`src/rtl/rns_to_bin.sv`:
```
// rns_to_bin
//   Sequential mixed-radix converter from a packed 4-channel RNS word to a
//   32-bit binary integer. A word is accepted in IDLE and converted in three
//   MRC steps and three Horner steps. The result register is loaded on the
//   last Horner step, and out_valid is raised on the edge that enters DONE.
//   The result then sits in DONE until the consumer takes it.
//
//   Optional feature macro: RNS_SIGNED_OUT_EN
//     When defined, results of ceil(M/2) or more are returned as value - M,
//     which gives a symmetric signed range. The correction is folded into the
//     last Horner step.
//
//   Ports
//     clk        clock
//     reset      synchronous, active-high reset
//     in_valid   in_rns carries a word
//     in_ready   converter idle, word will be taken on this edge
//     in_rns     packed residues {r3,r2,r1,r0}, 8 bits each
//     out_valid  out_bin/out_err hold a result
//     out_ready  consumer takes the result
//     out_bin    converted value
//     out_err    some input residue was >= its modulus
`default_nettype none

`ifndef B0
`define B0 256
`endif
`ifndef B1
`define B1 255
`endif
`ifndef B2
`define B2 253
`endif
`ifndef B3
`define B3 251
`endif

module rns_to_bin #(
    parameter int M0 = `B0,
    parameter int M1 = `B1,
    parameter int M2 = `B2,
    parameter int M3 = `B3
) (
    input  logic        clk,
    input  logic        reset,
    input  logic        in_valid,
    output logic        in_ready,
    input  logic [31:0] in_rns,
    output logic        out_valid,
    input  logic        out_ready,
    output logic [31:0] out_bin,
    output logic        out_err
);

    function automatic int modOf(input int i);
        case (i)
            0:       return M0;
            1:       return M1;
            2:       return M2;
            default: return M3;
        endcase
    endfunction

    function automatic int gcd(input int a, input int b);
        int x;
        int y;
        int t;
        x = a;
        y = b;
        for (int k = 0; k < 64; k++) begin
            if (y != 0) begin
                t = x % y;
                x = y;
                y = t;
            end
        end
        return x;
    endfunction

    // Brute-force inverse is fine at elaboration: moduli never exceed 256.
    function automatic int modInv(input int a, input int m);
        int r;
        r = 0;
        for (int x = 1; x < 257; x++) begin
            if (r == 0 && x < m && ((a * x) % m) == 1) r = x;
        end
        return r;
    endfunction

    localparam longint MPROD = longint'(M0) * longint'(M1) * longint'(M2) * longint'(M3);

    if (M0 < 2 || M0 > 256 || M1 < 2 || M1 > 256 ||
        M2 < 2 || M2 > 256 || M3 < 2 || M3 > 256) begin : g_badRange
        $error("rns_to_bin: every modulus must lie in 2..256");
    end
    if (gcd(M0, M1) != 1 || gcd(M0, M2) != 1 || gcd(M0, M3) != 1 ||
        gcd(M1, M2) != 1 || gcd(M1, M3) != 1 || gcd(M2, M3) != 1) begin : g_badCoprime
        $error("rns_to_bin: moduli must be pairwise coprime");
    end
    if (MPROD > 64'd4294967295) begin : g_badRange32
        $error("rns_to_bin: product of moduli must be below 2^32");
    end

    typedef enum logic [1:0] {IDLE, MRC, HORNER, DONE} state_t;

    state_t          r_state;
    logic [1:0]      r_step;
    logic [3:0][7:0] r_w;
    logic [31:0]     r_acc;
    logic [31:0]     r_outBin;
    logic            r_outErr;
    logic            r_inReady;
    logic            r_outValid;

    logic [3:0][7:0] w_cap;
    logic [3:0]      w_bad;
    logic [3:1][7:0] w_mrc;
    logic [31:0]     w_hMul;
    logic [31:0]     w_hRad;
    logic [7:0]      w_hDig;
    logic [31:0]     w_hNext;
    logic [31:0]     w_final;

    // Input reduction: residues are folded into range and out-of-range ones flagged.
    for (genvar i = 0; i < 4; i++) begin : g_cap
        localparam int MI = modOf(i);
        assign w_cap[i] = 8'(32'(in_rns[8*i +: 8]) % 32'(MI));
        assign w_bad[i] = 32'(in_rns[8*i +: 8]) >= 32'(MI);
    end

    // One MRC lane per upper digit. The subtracted digit is reduced mod Mj first,
    // so the single +Mj correction is always enough even when Ms > Mj.
    for (genvar j = 1; j < 4; j++) begin : g_mrc
        localparam int         MJ   = modOf(j);
        localparam logic [15:0] INV0 = 16'(modInv(M0 % MJ, MJ));
        localparam logic [15:0] INV1 = 16'(modInv(M1 % MJ, MJ));
        localparam logic [15:0] INV2 = 16'(modInv(M2 % MJ, MJ));

        logic [7:0]  w_ws;
        logic [15:0] w_inv;
        logic [8:0]  w_wsMod;
        logic [8:0]  w_diff;
        logic [8:0]  w_fix;
        logic [15:0] w_prod;

        always_comb begin
            w_ws  = r_w[0];
            w_inv = INV0;
            case (r_step)
                2'd1: begin
                    w_ws  = r_w[1];
                    w_inv = INV1;
                end
                2'd2: begin
                    w_ws  = r_w[2];
                    w_inv = INV2;
                end
                default: ;
            endcase
        end

        assign w_wsMod  = 9'(32'(w_ws) % 32'(MJ));
        assign w_diff   = {1'b0, r_w[j]} - w_wsMod;
        assign w_fix    = w_diff[8] ? w_diff + 9'(MJ) : w_diff;
        assign w_prod   = 16'(w_fix) * w_inv;
        assign w_mrc[j] = 8'(32'(w_prod) % 32'(MJ));
    end

    // Horner step select. The first step reads a3 straight from the digit
    // register, which stands in for loading the accumulator with a3.
    always_comb begin
        w_hMul = r_acc;
        w_hRad = 32'(M0);
        w_hDig = r_w[0];
        case (r_step)
            2'd0: begin
                w_hMul = 32'(r_w[3]);
                w_hRad = 32'(M2);
                w_hDig = r_w[2];
            end
            2'd1: begin
                w_hRad = 32'(M1);
                w_hDig = r_w[1];
            end
            default: ;
        endcase
        w_hNext = w_hMul * w_hRad + 32'(w_hDig);
    end

`ifdef RNS_SIGNED_OUT_EN
    localparam logic [31:0] MMOD  = 32'(MPROD);
    localparam logic [31:0] MHALF = 32'((MPROD + 1) / 2);
    assign w_final = (w_hNext >= MHALF) ? (w_hNext - MMOD) : w_hNext;
`else
    assign w_final = w_hNext;
`endif

    // Control FSM: all outputs registered. Reset drops any conversion in flight.
    always_ff @(posedge clk) begin
        if (reset) begin
            r_state    <= IDLE;
            r_step     <= 2'd0;
            r_w        <= '0;
            r_acc      <= '0;
            r_outBin   <= '0;
            r_outErr   <= 1'b0;
            r_inReady  <= 1'b1;
            r_outValid <= 1'b0;
        end else begin
            case (r_state)
                IDLE: begin
                    if (in_valid) begin
                        r_w       <= w_cap;
                        r_outErr  <= |w_bad;
                        r_step    <= 2'd0;
                        r_inReady <= 1'b0;
                        r_state   <= MRC;
                    end
                end
                MRC: begin
                    for (int j = 1; j < 4; j++) begin
                        if (j > int'(r_step)) r_w[j] <= w_mrc[j];
                    end
                    if (r_step == 2'd2) begin
                        r_step  <= 2'd0;
                        r_state <= HORNER;
                    end else begin
                        r_step <= r_step + 2'd1;
                    end
                end
                HORNER: begin
                    if (r_step == 2'd3) begin
                        r_step     <= 2'd0;
                        r_outValid <= 1'b1;
                        r_state    <= DONE;
                    end else begin
                        r_acc <= w_hNext;
                        if (r_step == 2'd2) r_outBin <= w_final;
                        r_step <= r_step + 2'd1;
                    end
                end
                DONE: begin
                    if (out_ready) begin
                        r_outValid <= 1'b0;
                        r_inReady  <= 1'b1;
                        r_state    <= IDLE;
                    end
                end
                default: r_state <= IDLE;
            endcase
        end
    end

    assign in_ready  = r_inReady;
    assign out_valid = r_outValid;
    assign out_bin   = r_outBin;
    assign out_err   = r_outErr;

endmodule

`default_nettype wire

```
`config.mk`:
```
export PLATFORM = sky130hd
export DESIGN_NAME = rns_to_bin
export DESIGN_NICKNAME = d
export VERILOG_FILES = /design/src/rtl/rns_to_bin.sv
export SDC_FILE = /design/constraint.sdc
export NUM_CORES = 1
export LEC_CHECK = 0
export BUFFER_PORTS_ARGS = -buffer_cell sky130_fd_sc_hd__buf_2
export CELL_PAD_IN_SITES_DETAIL_PLACEMENT = 1
export CELL_PAD_IN_SITES_GLOBAL_PLACEMENT = 1
export CORE_MARGIN = 1.5
export CORE_UTILIZATION = 54
export DETAILED_ROUTE_END_ITERATION = 8
export PLACE_DENSITY = 0.88
export SLEW_MARGIN = 20
export SYNTH_ARGS = -nofsm -noshare
export SYNTH_HDL_FRONTEND = slang
export SYNTH_SLANG_ARGS = --single-unit
```
`constraint.sdc`:
```
create_clock -name clk -period 32.3 [get_ports clk]
set_input_delay 0 -clock clk [delete_from_list [all_inputs] [get_ports clk]]
set_output_delay 0 -clock clk [all_outputs]
set_load 0.03 [all_outputs]
```
# Yosys cells after proc, flatten, opt, wreduce, memory -nomap -nowiden
# Cells that the tools add are included.
[word_totals] reg_bits=103 input_bits=36 output_inout_bits=35
[classes] addsub=8 mul=4 div=9 magnitude_cmp=6 eq_ne=13 n_mux=30 n_bitwise=1 n_reduce_logical=17
[ops] operator="remainder unit 8 x 8 -> 32 bit, second input constant" count=6
[ops] operator="remainder unit 16 x 8 -> 32 bit, second input constant" count=3
[ops] operator="2-to-1 mux 32 bit" count=2
[ops] operator="case mux 8 bit (2 select lines)" count=4
[ops] operator="multiplier 9 x 16 -> 16 bit" count=3
[ops] operator="case mux 24 bit (2 select lines)" count=1
[ops] operator="adder 32 x 8 -> 32 bit" count=1
[ops] operator="multiplier 32 x 32 -> 32 bit" count=1
[ops] operator="adder 9 x 8 -> 9 bit, second input constant" count=3
[ops] operator="2-to-1 mux 9 bit" count=3
[ops] operator="subtractor 8 x 9 -> 9 bit" count=3
[ops] operator="greater-or-equal comparator 8 bit, second input constant" count=3
[ops] operator="2-to-1 mux 8 bit" count=3
[ops] operator="case mux 9 bit (2 select lines)" count=1
[ops] operator="AND reduction 3 bit" count=6
[ops] operator="2-to-1 mux 2 bit" count=7
[ops] operator="inequality test 2 bit, second input constant" count=7
[ops] operator="case mux 7 bit (2 select lines)" count=1
[ops] operator="== test 2 bit, second input constant" count=4
[ops] operator="case mux 2 bit (4 select lines)" count=1
[ops] operator="case mux 2 bit (3 select lines)" count=1
[ops] operator="AND reduction 2 bit" count=3
[ops] operator="nonzero test 2 bit" count=3
[ops] operator="== test 2 x 1 -> 1 bit, second input constant" count=2
[ops] operator="10 further kinds" count=16

# Depth between registers and ports, before layout
[depth] depth_word=10 depth_mapped=79 ltp_nobuf=72

# Worst setup path before layout
# OpenSTA, ideal clock, no wires.
[synth_timing] path_type="register to register" start="register r_step[0]" end="register r_w[22] in the netlist's numbering" t_arrival_ns=16.672 slack_ns=15.489 stages_incl_launch_ff=76 n_path_buf=5 synth_period_minus_slack_ns=16.811 cell_sequence="dfxtp_1 -> inv_1 -> ha_1 -> clkbuf_1 -> clkinv_1 -> a21oi_1 -> inv_1 -> ha_1 -> o21ai_0 -> xnor2_1 -> ha_1 -> fa_1 -> nor2b_1 -> o2111ai_1 -> a21oi_1 -> nor2_1 -> xnor2_1 -> or3_1 -> [40 not listed] -> a21oi_1 -> xnor2_1 -> inv_1 -> ha_1 -> nand3_1 -> mux2i_1 -> o22a_1 -> a31oi_1 -> and2_1 -> buf_2 -> xnor2_1 -> inv_1 -> ha_1 -> nor2b_1 -> o31a_1 -> or3_1 -> o211ai_1 -> a311oi_1"
[synth_via] elab_chain_len=10 elab_cells_between_ends=15
[synth_rtl] element="from (decl)" line_no="107" source="logic [1:0] r_step;"
[synth_rtl] element="from (signal assigned)" line_no="228" source="r_step <= r_step + 2'd1;"
[synth_rtl] element="from (signal assigned)" line_no="239" source="r_step <= r_step + 2'd1;"
[synth_rtl] element="== test 2 bit / == test 2 x 1 -> 1 bit (equally long branches)" line_no="149" source="case (r_step)"
[synth_rtl] element="case mux 8 bit (2 select lines)" line_no="149"
[synth_rtl] element="remainder unit 8 x 8 -> 32 bit" line_no="162" source="assign w_wsMod = 9'(32'(w_ws) % 32'(MJ));"
[synth_rtl] element="subtractor 8 x 9 -> 9 bit" line_no="163" source="assign w_diff = {1'b0, r_w[j]} - w_wsMod;"
[synth_rtl] element="adder 9 x 8 -> 9 bit" line_no="164" source="assign w_fix = w_diff[8] ? w_diff + 9'(MJ) : w_diff;"
[synth_rtl] element="2-to-1 mux 9 bit" line_no="164"
[synth_rtl] element="multiplier 9 x 16 -> 16 bit" line_no="165" source="assign w_prod = 16'(w_fix) * w_inv;"
[synth_rtl] element="remainder unit 16 x 8 -> 32 bit" line_no="166" source="assign w_mrc[j] = 8'(32'(w_prod) % 32'(MJ));"
[synth_rtl] element="2-to-1 mux 8 bit" line_no="222" source="if (j > int'(r_step)) r_w[j] <= w_mrc[j];"
[synth_rtl] element="case mux 24 bit (2 select lines)" line_no="210" source="case (r_state)"
[synth_rtl] element="to (signal assigned)" line_no="213" source="r_w <= w_cap;"
[synth_rtl] element="to (decl)" line_no="108" source="logic [3:0][7:0] r_w;"
# Parallel ways exist; a longest one is shown, timed or not. The select of a mux whose other input is x is not followed.
# A chain may end at the register's enable or synchronous reset.

# Worst setup path after layout
# Same ends and word-level chain as after synthesis.

==> flow_summary.toml <==
[clock_network]
cts_hold_buf = 28
cts.clk_slew.worst_paths_ps = 80
clock_latency_ps = 380
cts_buffers = 9
tritoncts = "done"
htreeDepth = 3
cts_sinks = 103
cts_resized = 0
cts_root_buf = "clkbuf_16"
post_cts_buffers = 0
clk_path_buf_depth = 2

[critical_path]
reg2reg_slack_ps = 11360
cpMostUsedCell = "inv_1"
cp-end-kind = "flip-flop"
crit_path_max_incr_delay_ps = 930
slowest_stage = "mux2i_1"
r2r-start = "r_step[0]"
start_kind = "flip-flop"
worstPathMaxFanout = 39
r2r_cells = 72
cp_data_arrival_time_ps = 21210
reg2reg_to = "r_w[22]"
critPathRequiredTime_ps = 32570
crit_type = "flip-flop to flip-flop"

[min_path]
hp-class = "input pin to flip-flop"
holdPathStages = 3
hold_end = "r_w[19]"
min_from = "in_rns[19]"

[final_layout]
final_area_mm2 = 0.0276
area_delta_synth_final_pct = 5.17
fillers = 5922
fin_util_pct = 57.7
fin_nets = 3863
drive_above_1_share_pct = 6.83

[floorplanning]
core_area_mm2 = 0.0478
rows = 80
initial_core_util_pct = 54.9
dieArea_mm2 = 0.0499
die_w_um = 223
die_h_um = 223
io_pins = 71

[sta]
rsz0062_at_grt = "no"
fmax_mhz = 47.7
fin_tns_setup_ps = 0
final-setup-viol-count = 0
hold_viol = 0
min_period_over_period_pct = 64.8
finalMaxSlewViolations = 0
period_needed_ps = 20940
worst_slew_pin_slew_ps = 1090
relSlewSlack_pct = 25.0
fin_skew_ps = 12.5

[route]
finalWirelength_mm = 93.9
drt_drc_violations_left = 0
routedWlPerCell_um = 23.9
viasPerCell = 6.60
drt_first_pass_iters = 7
drtAntennaViolNets = 0
vias = 25902
dr.first_iter.drc_count = 1803

[placement]
port_buffers = 70
dp_hpwl_mm = 72.9
place_area_mm2 = 0.0270
gp_congestion = 0.926

[synthesis]
synthesis.nets = 3869
synth_top_area_cell = "fa_1"
netlist_instances = 3310
synth_compound_area_share_pct = 21.8
ys_types = 124
synth_seq_area_share_pct = 7.86
yosys.area_share.simple_pct = 21.0
synth-edff-count = 0
synth_mux_area_share_pct = 2.98
ys_top_cells_by_area = "fa_1 (20%), ha_1 (12%), dfxtp_1 (7.9%)"
synth-seq-cells = 103
synth.top_cell.area_share_pct = 20.4
yosys.area_share.adder_pct = 33.0
synth_area_per_cell_um2 = 7.93
synthesis.area_mm2 = 0.0262
async_reset_ff_share_pct = 0
synth_top_flop_cell = "dfxtp_1"
synth_top_family_by_area = "adder cells"
synth_most_common_cell = "nand2_1"
synth-xor-area-share_pct = 6.83
yosys-top-cells-count = "nand2_1 (358), inv_1 (318), fa_1 (268), ha_1 (255), nor2_1 (245)"
yosysWarnings = 0

[global_route]
antenna_found_initial = 2
grt_pass1_vias = 28014
grt_max_degree = 88
grt-ovfl-total = 0
grt_pass1_wl_mm = 148
gr-usage-all-layers_pct = 36.8

[outcome]
status = "completed"

[flow_run]
drv_cap = 0
## cell type report
type                       count  area [um2]  area share [%]
sequential                   103        2060            7.47
clock buffer                   9         225           0.816
timing repair buffer         114         753            2.73
inverter                     320        1200            4.35
clock inverter                 7         103           0.372
multi-input combinational   2756       22500            81.5
antenna                        2        5.00          0.0181
tap                          615         769            2.79
## worst max-delay path by stage
| stage | from | end | depth (start not counted) |
|---|---|---|---|
| floorplan | r_step[0] | r_w[22] | 75 |
| global placement | r_step[0] | r_w[22] | 72 |
| detailed placement | r_step[0] | r_w[22] | 71 |
| CTS | r_step[0] | r_w[22] | 72 |
| global route | r_step[0] | r_w[22] | 72 |
| finish | r_step[0] | r_w[22] | 72 |
## sequential cells by signal (all words and copies together), names as in the netlist
signal and flops:
out_bin 32, r_step 2, out_err 1, r_w 32, in_ready 1, out_valid 1
r_acc 32, r_state 2
## metrics by stage
stage	hold WS, ps	setup slack (ps)	std cells
after floorplan	136	15490	3310
after global placement	286	13430	3880
after detailed placement	292	12340	3880
after CTS	29.6	11530	3924
after global routing	42.2	9750	3925
final	44.0	11360	3926
## worst max-delay path, delay by kind of cell (launching register included)
kind	cells	cell delay [ps]
xor+xnor	7	1760
mux	2	1040
buf+inv	12	2580
fa+ha+maj	12	4500
flops	1	450
simple gates	17	4400
compound gates	22	6050
## routing by layer
layer | part of all wire (%) | global-route usage, % | vias up
met2 | 50 | 66.0 | 1004
met5 | 0 | 0 | -
met4 | 6.6 | 19.9 | 0
met3 | 4.8 | 5.07 | 417
li1 | - | - | 11584
met1 | 39 | 42.2 | 12897
## cells in the final DEF, fill, tap and decap left out, types with 16 or more instances in the layout
cell / n
a22oi_1: 22
nor2b_1: 39
nand4_1: 27
o21ai_1: 16
ha_1: 254
a31oi_1: 38
a211oi_1: 36
a21oi_1: 223
o211ai_1: 32
nor4_1: 27
o21a_1: 33
dfxtp_1: 103
inv_1: 318
nor3_1: 73
buf_4: 17
xor2_1: 56
mux2i_1: 58
nand2_1: 357
and2_1: 76
dlygate4sd3_1: 28
xnor2_1: 142
fa_1: 268
or2_2: 28
nand3_1: 64
o21ai_0: 137
o21bai_1: 29
a21boi_0: 20
or3_1: 29
buf_2: 69
nand2b_1: 37
nor2_1: 243
a21o_1: 34
and3_1: 30
## kinds of logic (layout without fill, tap and decap cells)
family	after synthesis	count (layout)
compound gates	834	834
xor+xnor	202	202
fa+ha+maj	532	532
buf+inv	451	450
flops	103	103
mux	75	75
other cells	0	2
simple gates	1113	1113
Power is left out: the tool's default activity adds up to more than one toggle a clock period on the data nets, which glitch-free logic cannot reach.
